$ cat config.mk
export PLATFORM = sky130hd
export DESIGN_NAME = seg7_frame_decoder
export DESIGN_NICKNAME = d
export VERILOG_FILES = /design/src/rtl/seg7_frame_decoder.sv
export SDC_FILE = /design/constraint.sdc
export NUM_CORES = 1
export LEC_CHECK = 0
export BUFFER_PORTS_ARGS = -buffer_cell sky130_fd_sc_hd__buf_2
export CAP_MARGIN = 40
export CORE_MARGIN = 4
export CORE_UTILIZATION = 35
export CTS_BUF_LIST = sky130_fd_sc_hd__clkbuf_8
export DETAILED_ROUTE_END_ITERATION = 10
export PLACE_DENSITY_LB_ADDON = 0.2
export SLEW_MARGIN = 20
export SYNTH_ARGS = -nofsm -noshare
export SYNTH_HDL_FRONTEND = slang
export SYNTH_SLANG_ARGS = --single-unit
$ cat constraint.sdc
create_clock -name clock -period 1.65 [get_ports clock]
set_clock_uncertainty 0.05 [all_clocks]
set_input_delay 0 -clock clock [delete_from_list [all_inputs] [get_ports clock]]
set_output_delay 0 -clock clock [all_outputs]
set_load 0.005 [all_outputs]
$ cat src/rtl/seg7_frame_decoder.sv
// rtl/seg7_frame_decoder.sv - active-low 7-segment digit stream to packed hex frame decoder
// Optional feature macro: SEG7_BLANK_ZERO_EN (all-off glyph decodes as a valid 0).
module seg7_frame_decoder #(
    parameter int DIGITS = 4
) (
    input  logic                  clock,
    input  logic                  reset,
    input  logic [6:0]            seg_in,
    input  logic                  seg_valid,
    output logic                  seg_ready,
    output logic [4*DIGITS-1:0]   value,
    output logic                  value_valid,
    input  logic                  value_ready,
    output logic                  digit_err
);

    localparam int IDX_W = (DIGITS > 1) ? $clog2(DIGITS) : 1;

    typedef enum logic {COLLECT = 1'b0, PRESENT = 1'b1} state_t;

    state_t               state_q, state_d;
    logic [IDX_W-1:0]     idx_q, idx_d;
    logic [4*DIGITS-1:0]  shadow_q, shadow_d;
    logic                 err_q, err_d;
    logic [4*DIGITS-1:0]  value_q, value_d;
    logic                 digit_err_q, digit_err_d;

    logic [3:0]           nib;
    logic                 bad;
    logic                 accept;
    logic                 last_digit;
    logic [4*DIGITS-1:0]  frame_word;

    always_comb begin
        nib = 4'h0;
        bad = 1'b0;
        case (seg_in)
            7'b1000000: nib = 4'h0;
            7'b1111001: nib = 4'h1;
            7'b0100100: nib = 4'h2;
            7'b0110000: nib = 4'h3;
            7'b0011001: nib = 4'h4;
            7'b0010010: nib = 4'h5;
            7'b0000010: nib = 4'h6;
            7'b1111000: nib = 4'h7;
            7'b0000000: nib = 4'h8;
            7'b0010000: nib = 4'h9;
            7'b0001000: nib = 4'hA;
            7'b0000011: nib = 4'hB;
            7'b1000110: nib = 4'hC;
            7'b0100001: nib = 4'hD;
            7'b0000110: nib = 4'hE;
            7'b0001110: nib = 4'hF;
`ifdef SEG7_BLANK_ZERO_EN
            7'b1111111: nib = 4'h0;
`endif
            default:    bad = 1'b1;
        endcase
    end

    always_ff @(posedge clock) begin
        if (reset) begin
            state_q <= COLLECT;
        end else begin
            state_q <= state_d;
        end
    end

    always_comb begin
        state_d = state_q;
        case (state_q)
            COLLECT: if (accept && last_digit) state_d = PRESENT;
            PRESENT: if (value_ready)          state_d = COLLECT;
            default:                           state_d = COLLECT;
        endcase
    end

    // Handshake outputs depend only on the state register, never on inputs.
    always_comb begin
        seg_ready   = (state_q == COLLECT);
        value_valid = (state_q == PRESENT);
    end

    assign accept     = seg_valid & seg_ready;
    assign last_digit = (idx_q == IDX_W'(DIGITS - 1));
    assign value      = value_q;
    assign digit_err  = digit_err_q;

    always_comb begin
        frame_word = shadow_q;
        for (int i = 0; i < DIGITS; i++) begin
            if (idx_q == IDX_W'(i)) frame_word[i*4 +: 4] = nib;
        end
    end

    always_comb begin
        idx_d       = idx_q;
        shadow_d    = shadow_q;
        err_d       = err_q;
        value_d     = value_q;
        digit_err_d = digit_err_q;
        if (accept) begin
            if (last_digit) begin
                value_d     = frame_word;
                digit_err_d = err_q | bad;
                shadow_d    = '0;
                err_d       = 1'b0;
                idx_d       = '0;
            end else begin
                shadow_d    = frame_word;
                err_d       = err_q | bad;
                idx_d       = idx_q + IDX_W'(1);
            end
        end
    end

    always_ff @(posedge clock) begin
        if (reset) begin
            idx_q       <= '0;
            shadow_q    <= '0;
            err_q       <= 1'b0;
            value_q     <= '0;
            digit_err_q <= 1'b0;
        end else begin
            idx_q       <= idx_d;
            shadow_q    <= shadow_d;
            err_q       <= err_d;
            value_q     <= value_d;
            digit_err_q <= digit_err_d;
        end
    end

endmodule

Word level (Yosys, flattened, before mapping)
Cells that the tools add are included.
Storage, ports and cells
  flip-flop bits (word level): 37
  latch bits: 0
  RAM bits: 0
  ROM bits: 0
  output and inout bits: 19
  logic and storage cells: 45
  memories kept: 0
Cells by class
  $add $sub $neg: 1
  $mul: 0
  divide/modulo/power cells: 0
  $lt $le $gt $ge: 0
  equal/unequal tests: 18
  shift-type cells: 0
  multiplexer cells: 12
  bitwise operators: 3
  reductions and logical operators: 5
Operators with widths (number)
  $pmux W4 S15: 1
  $eq A7 B7 Y1 const B: 4
  $eq A7 B5 Y1 const B: 3
  $eq A7 B6 Y1 const B: 3
  $mux W16: 1
  $mux W4: 4
  $reduce_or A16 Y1: 1
  $eq A7 B2 Y1 const B: 2
  $eq A7 B4 Y1 const B: 2
  $eq A7 B3 Y1 const B: 1
  $logic_not A7 Y1: 1
  $eq A2 B2 Y1 const B: 2
  $mux W1: 4
  $add A2 B1 Y2 const B: 1
  $eq A2 B1 Y1 const B: 1
  $logic_not A2 Y1: 1
  $mux W2: 1
  $pmux W1 S2: 1
  $reduce_and A2 Y1: 1
  $and A1 B1 Y1: 1
  $logic_and A1 B1 Y1: 1
  $not A1 Y1: 1
  $or A1 B1 Y1: 1

Longest topological paths before layout
  depth after elaboration: 5
  mapped depth: 7

Worst setup path after synthesis
OpenSTA, ideal clock, no wires.
  kind: register to register
  from: register idx_q[0]
  to: register shadow_q[8]
  library setup time: 0.067 ns
  data arrival time: 1.415 ns
  data required time: 1.533 ns
  slack: 0.118 ns
  cell stages (with the launch flop): 8
  buffers on the path: 1
  clock period less this slack: 1.532 ns
  cells stage by stage: dfxtp_1 -> inv_1 -> ha_1 -> clkbuf_8 -> or2_2 -> a21oi_1 -> nand2_1 -> o21ai_2
Between the ends
  word-level cells in the longest chain between the ends: 3
Ends and longest elaborated chain
  start, declared: line 22  | logic [IDX_W-1:0] idx_q, idx_d;
  start signal, assigned: line 125  | idx_q <= idx_d;
  $eq A2 B2 Y1: line 92  | if (idx_q == IDX_W'(i)) frame_word[i*4 +: 4] = nib;
  $mux W4: line 92
  $mux W16 *: line 103  | if (last_digit) begin
  end signal, assigned: line 126  | shadow_q <= shadow_d;
  end, declared: line 23  | logic [4*DIGITS-1:0] shadow_q, shadow_d;
Every way passes the cells marked *; elsewhere a longest branch is shown, timed or not.
A chain may end at the register's enable or synchronous reset.

Worst setup path after layout
  from: register idx_q[1]
  to: register shadow_q[4]
Between the ends
  word-level cells in the longest chain between the ends: 3
Ends and longest elaborated chain (line)
  $eq A2 B1 Y1: 92
  $mux W4: 92
  $mux W16 *: 103
Marks and branches as above.

==> results.json <==
{
  "synth-edff-count": 0,
  "cts-buffers-inserted": 5,
  "netlist_instances": 186,
  "htree_levels": 2,
  "cellInternalPower_uw": 1390,
  "route.detailed.wl_per_inst_um": 13.2,
  "number_of_global_route_vias_before_repair": 1442,
  "ir_drop_v": 0.000293,
  "die_h_um": 77.9,
  "pin_count_of_the_biggest_net_entering_global_routing": 20,
  "yosysWarningCount": 0,
  "die_span_x_um": 77.9,
  "largest_driver_fanout_on_the_critical_path": 4,
  "global_route.overflow_total": 0,
  "power_switching_uw": 434,
  "setup_viol_count_final": 0,
  "ys_top_cells_by_area": "sky130_fd_sc_hd__dfxtp_1 39%, sky130_fd_sc_hd__nand2_1 5.7%, sky130_fd_sc_hd__clkbuf_8 4.8%, sky130_fd_sc_hd__nor3b_1 4.8%, sky130_fd_sc_hd__a21oi_1 4.7%",
  "endpoint_kind_of_the_worst_setup_timing_path": "flip-flop",
  "tightest_slew_ns": 0.347,
  "synth_area_um2": 1710,
  "first_iter_violations": 80,
  "synth_flop_cell": "sky130_fd_sc_hd__dfxtp_1",
  "timing.max_slew.rel_slack_pct": 76.8,
  "timing.critical_path.required_ns": 1.82,
  "post_synth_and_or_nand_nor_area_fraction_pct": 24.4,
  "cell_by_cell_listing_of_the_critical_path": "inv_1, ha_1, or2_2, a21oi_1, nand2_1, o21ai_2",
  "synth.top_cell.area_share_pct": 38.6,
  "avgViaCountPerCell": 5.02,
  "ys_seq_area_share_pct": 38.6,
  "cts_tree": "yes",
  "holdWs_ns": 0.251,
  "post_route_cells_drive_above_1_share_pct": 31.1,
  "yosys.cell_types.count": 45,
  "die_area_um2": 6070,
  "clk-insertion-delay-late_ns": 0.28,
  "critPathLaunchType": "flip-flop",
  "synth_top_cells_by_count": "33 x sky130_fd_sc_hd__dfxtp_1, 26 x sky130_fd_sc_hd__nand2_1, 16 x sky130_fd_sc_hd__a21oi_1",
  "cap_viol_max_count": 0,
  "top_level_i_o_count": 30,
  "synth-async-reset-ratio_pct": 0,
  "yosys.cell_count.top_type": "sky130_fd_sc_hd__dfxtp_1",
  "critical_path.slowest_cell": "sky130_fd_sc_hd__dfxtp_1",
  "worst_setup_hold_path_clk_slew_ns": 0.07,
  "rsz_0062_raised_after_global_routing": "no",
  "clkSinkCount": 33,
  "post-route-period-util_pct": 94.0,
  "setup.worst_path.end": "shadow_q[4]",
  "vias": 1465,
  "synth_compound_area_share_pct": 23.4,
  "worstPathArrival_ns": 1.72,
  "worst_r2r_endpoint": "shadow_q[4]",
  "gr-usage-all-layers_pct": 13.5,
  "timing.final.hold_violations": 0,
  "worstReg2RegStart": "idx_q[1]",
  "synth.largest_area_cell": "sky130_fd_sc_hd__dfxtp_1",
  "power.share.switching_pct": 23.8,
  "sequentialPowerShare_pct": 44.8,
  "placement_rows": 25,
  "path_depth": 6,
  "postSynthNetCount": 201,
  "yosys-mux-area-fraction_pct": 1.76,
  "path_class": "reg2reg",
  "layout.nets": 239,
  "antenna-diode-count": 0,
  "finalWirelength_um": 3850,
  "io_buffer_count": 29,
  "drtPass1Iterations": 4,
  "critical_path.max_stage_delay_ns": 0.36,
  "synth_adder_area_share_pct": 2.93,
  "power.density_nw_per_um2": 886,
  "outcome": "finished clean",
  "count_of_state_elements_after_synthesis": 33,
  "n_fill_cell": 473,
  "hold_path_class": "in2reg",
  "route.antenna.remaining_nets": 0,
  "fin_total_pwr_uw": 1820,
  "buffer_and_inverter_count_on_the_worst_path": 1,
  "synth-xor-area-share_pct": 1.02,
  "max_freq_mhz": 645,
  "static-leakage-power_uw": 0.000818,
  "dp_hpwl_um": 2730,
  "initial_util_pct": 36.2,
  "fin_tns_setup_ns": 0,
  "cts-root-to-sink-buffers": 2,
  "synth_top_family_by_area": "simple AND/OR/NAND/NOR gates",
  "fp.coreArea_um2": 4720,
  "setup.worst_path.start": "idx_q[1]",
  "clkPwrFrac_pct": 43.1,
  "clock_tree.root_cell": "sky130_fd_sc_hd__clkbuf_8",
  "grt_antenna_before_repair": 0,
  "crit_family": "simple AND/OR/NAND/NOR gates",
  "r2r_cells": 6,
  "grt_pass1_wl_um": 6620,
  "worst_r2r_setup_slack_ns": 0.1,
  "areaGrowthSynthToFinish_pct": 20.2,
  "synth_area_per_cell_um2": 9.20,
  "combinationalPowerShare_pct": 12.1,
  "min_period_ns": 1.55,
  "drc": 0,
  "final_slew_violations": 0,
  "gp_congestion": 0.853
}
routing by layer:
layer	share of wire, %	wire, µm	GRT usage, %
met4	2.0	76	5.59
met1	46	1770	16.0
met5	0	0	0
met3	3.0	117	3.25
met2	49	1890	23.1
cells in the final DEF (no fill, tap or decap), types with 2 or more instances in the layout:
| cell | count |
|---|---|
| sky130_fd_sc_hd__dfxtp_1 | 33 |
| sky130_fd_sc_hd__buf_2 | 29 |
| sky130_fd_sc_hd__nand2_1 | 26 |
| sky130_fd_sc_hd__a21oi_1 | 15 |
| sky130_fd_sc_hd__o21ai_0 | 13 |
| sky130_fd_sc_hd__buf_4 | 13 |
| sky130_fd_sc_hd__nor3b_1 | 11 |
| sky130_fd_sc_hd__o21ai_2 | 8 |
| sky130_fd_sc_hd__nor2_1 | 6 |
| sky130_fd_sc_hd__o21ai_1 | 6 |
| sky130_fd_sc_hd__clkbuf_8 | 6 |
| sky130_fd_sc_hd__inv_1 | 4 |
| sky130_fd_sc_hd__nor3_1 | 4 |
| sky130_fd_sc_hd__a32o_1 | 4 |
| sky130_fd_sc_hd__or2_2 | 3 |
| sky130_fd_sc_hd__mux2i_1 | 3 |
| sky130_fd_sc_hd__ha_1 | 3 |
| sky130_fd_sc_hd__nor2b_1 | 2 |
| sky130_fd_sc_hd__nand3b_1 | 2 |
| sky130_fd_sc_hd__and4bb_1 | 2 |
| sky130_fd_sc_hd__and4b_1 | 2 |
| sky130_fd_sc_hd__a22o_1 | 2 |
| sky130_fd_sc_hd__a31oi_1 | 2 |
| sky130_fd_sc_hd__xnor2_1 | 2 |
| sky130_fd_sc_hd__dlygate4sd3_1 | 2 |
worst register-to-register path, delay by kind of cell (launching register included):
kind / cells / cell delay, ns
AO/OA/AOI/OAI: 2 / 0.38
adder cells (fa/ha/maj): 1 / 0.21
buffers and inverters: 1 / 0.09
flip-flops: 1 / 0.36
AND/OR/NAND/NOR: 2 / 0.41
area by class of cell:
type / instances / area, µm² / area share [%]
flip-flops and latches: 33 / 661 / 32.1
inverters: 3 / 11.3 / 0.548
clock inverters: 2 / 33.8 / 1.64
clock buffers: 6 / 82.6 / 4.02
repair buffers: 44 / 263 / 12.8
well taps: 67 / 83.8 / 4.08
multi-input cells: 137 / 921 / 44.8
state kept, by name (all words and copies together), names as in the netlist:
signal	cells
value	16
shadow_q	12
idx_q	2
digit_err	1
err_q	1
value_valid	1
how the worst min path moves through the flow:
| stage | endpoint | depth (start not counted) | start | slack, ns |
|---|---|---|---|---|
| 6_report | shadow_q[1] | 4 | seg_in[0] | 0.25 |
| 5_1_grt | shadow_q[1] | 4 | seg_in[0] | 0.27 |
| 4_1_cts | shadow_q[1] | 4 | seg_in[0] | 0.25 |
| 3_5_place_dp | value_valid | 2 | value_ready | 0.14 |
| 3_3_place_gp | value_valid | 2 | value_ready | 0.14 |
| 2_1_floorplan | value_valid | 1 | value_ready | 0.05 |
through the flow:
step / utilization [%] / std cells / setup WS [ns] / instance area, µm²
after floorplan: - / 186 / 0.118 / 1710
after global placement: 40.5 / 282 / 0.128 / 1910
after detailed placement: 40.5 / 282 / 0.0973 / 1910
after CTS: 43.4 / 292 / 0.0772 / 2050
after global routing: 43.5 / 292 / 0.0125 / 2060
final: 43.5 / 292 / 0.0993 / 2060
repair_timing:
action | in CTS | in global routing
hold buffers | 2 | 0
setup buffers | 0 | 0
setup endpoints to repair | 0 | 3
endpoints found under the hold margin | 2 | 0
gates resized for setup | 0 | 2
power by group through the flow:
stage / combinational (µW) / sequential [µW] / clock (µW)
final: 221 / 817 / 785
after global routing: 244 / 818 / 836
after CTS: 219 / 816 / 800
after detailed placement: 214 / 835 / 0
after global placement: 216 / 834 / 0
after floorplan: 169 / 833 / 0
logic make-up after synthesis:
| logic type | count (synthesis) |
|---|---|
| adder cells (fa/ha/maj) | 4 |
| buffers and inverters | 16 |
| flip-flops | 33 |
| multiplexers | 3 |
| XOR/XNOR | 2 |
| AO/OA/AOI/OAI | 58 |
| AND/OR/NAND/NOR | 70 |
No activity file was read; power rests on OpenSTA's default activity.
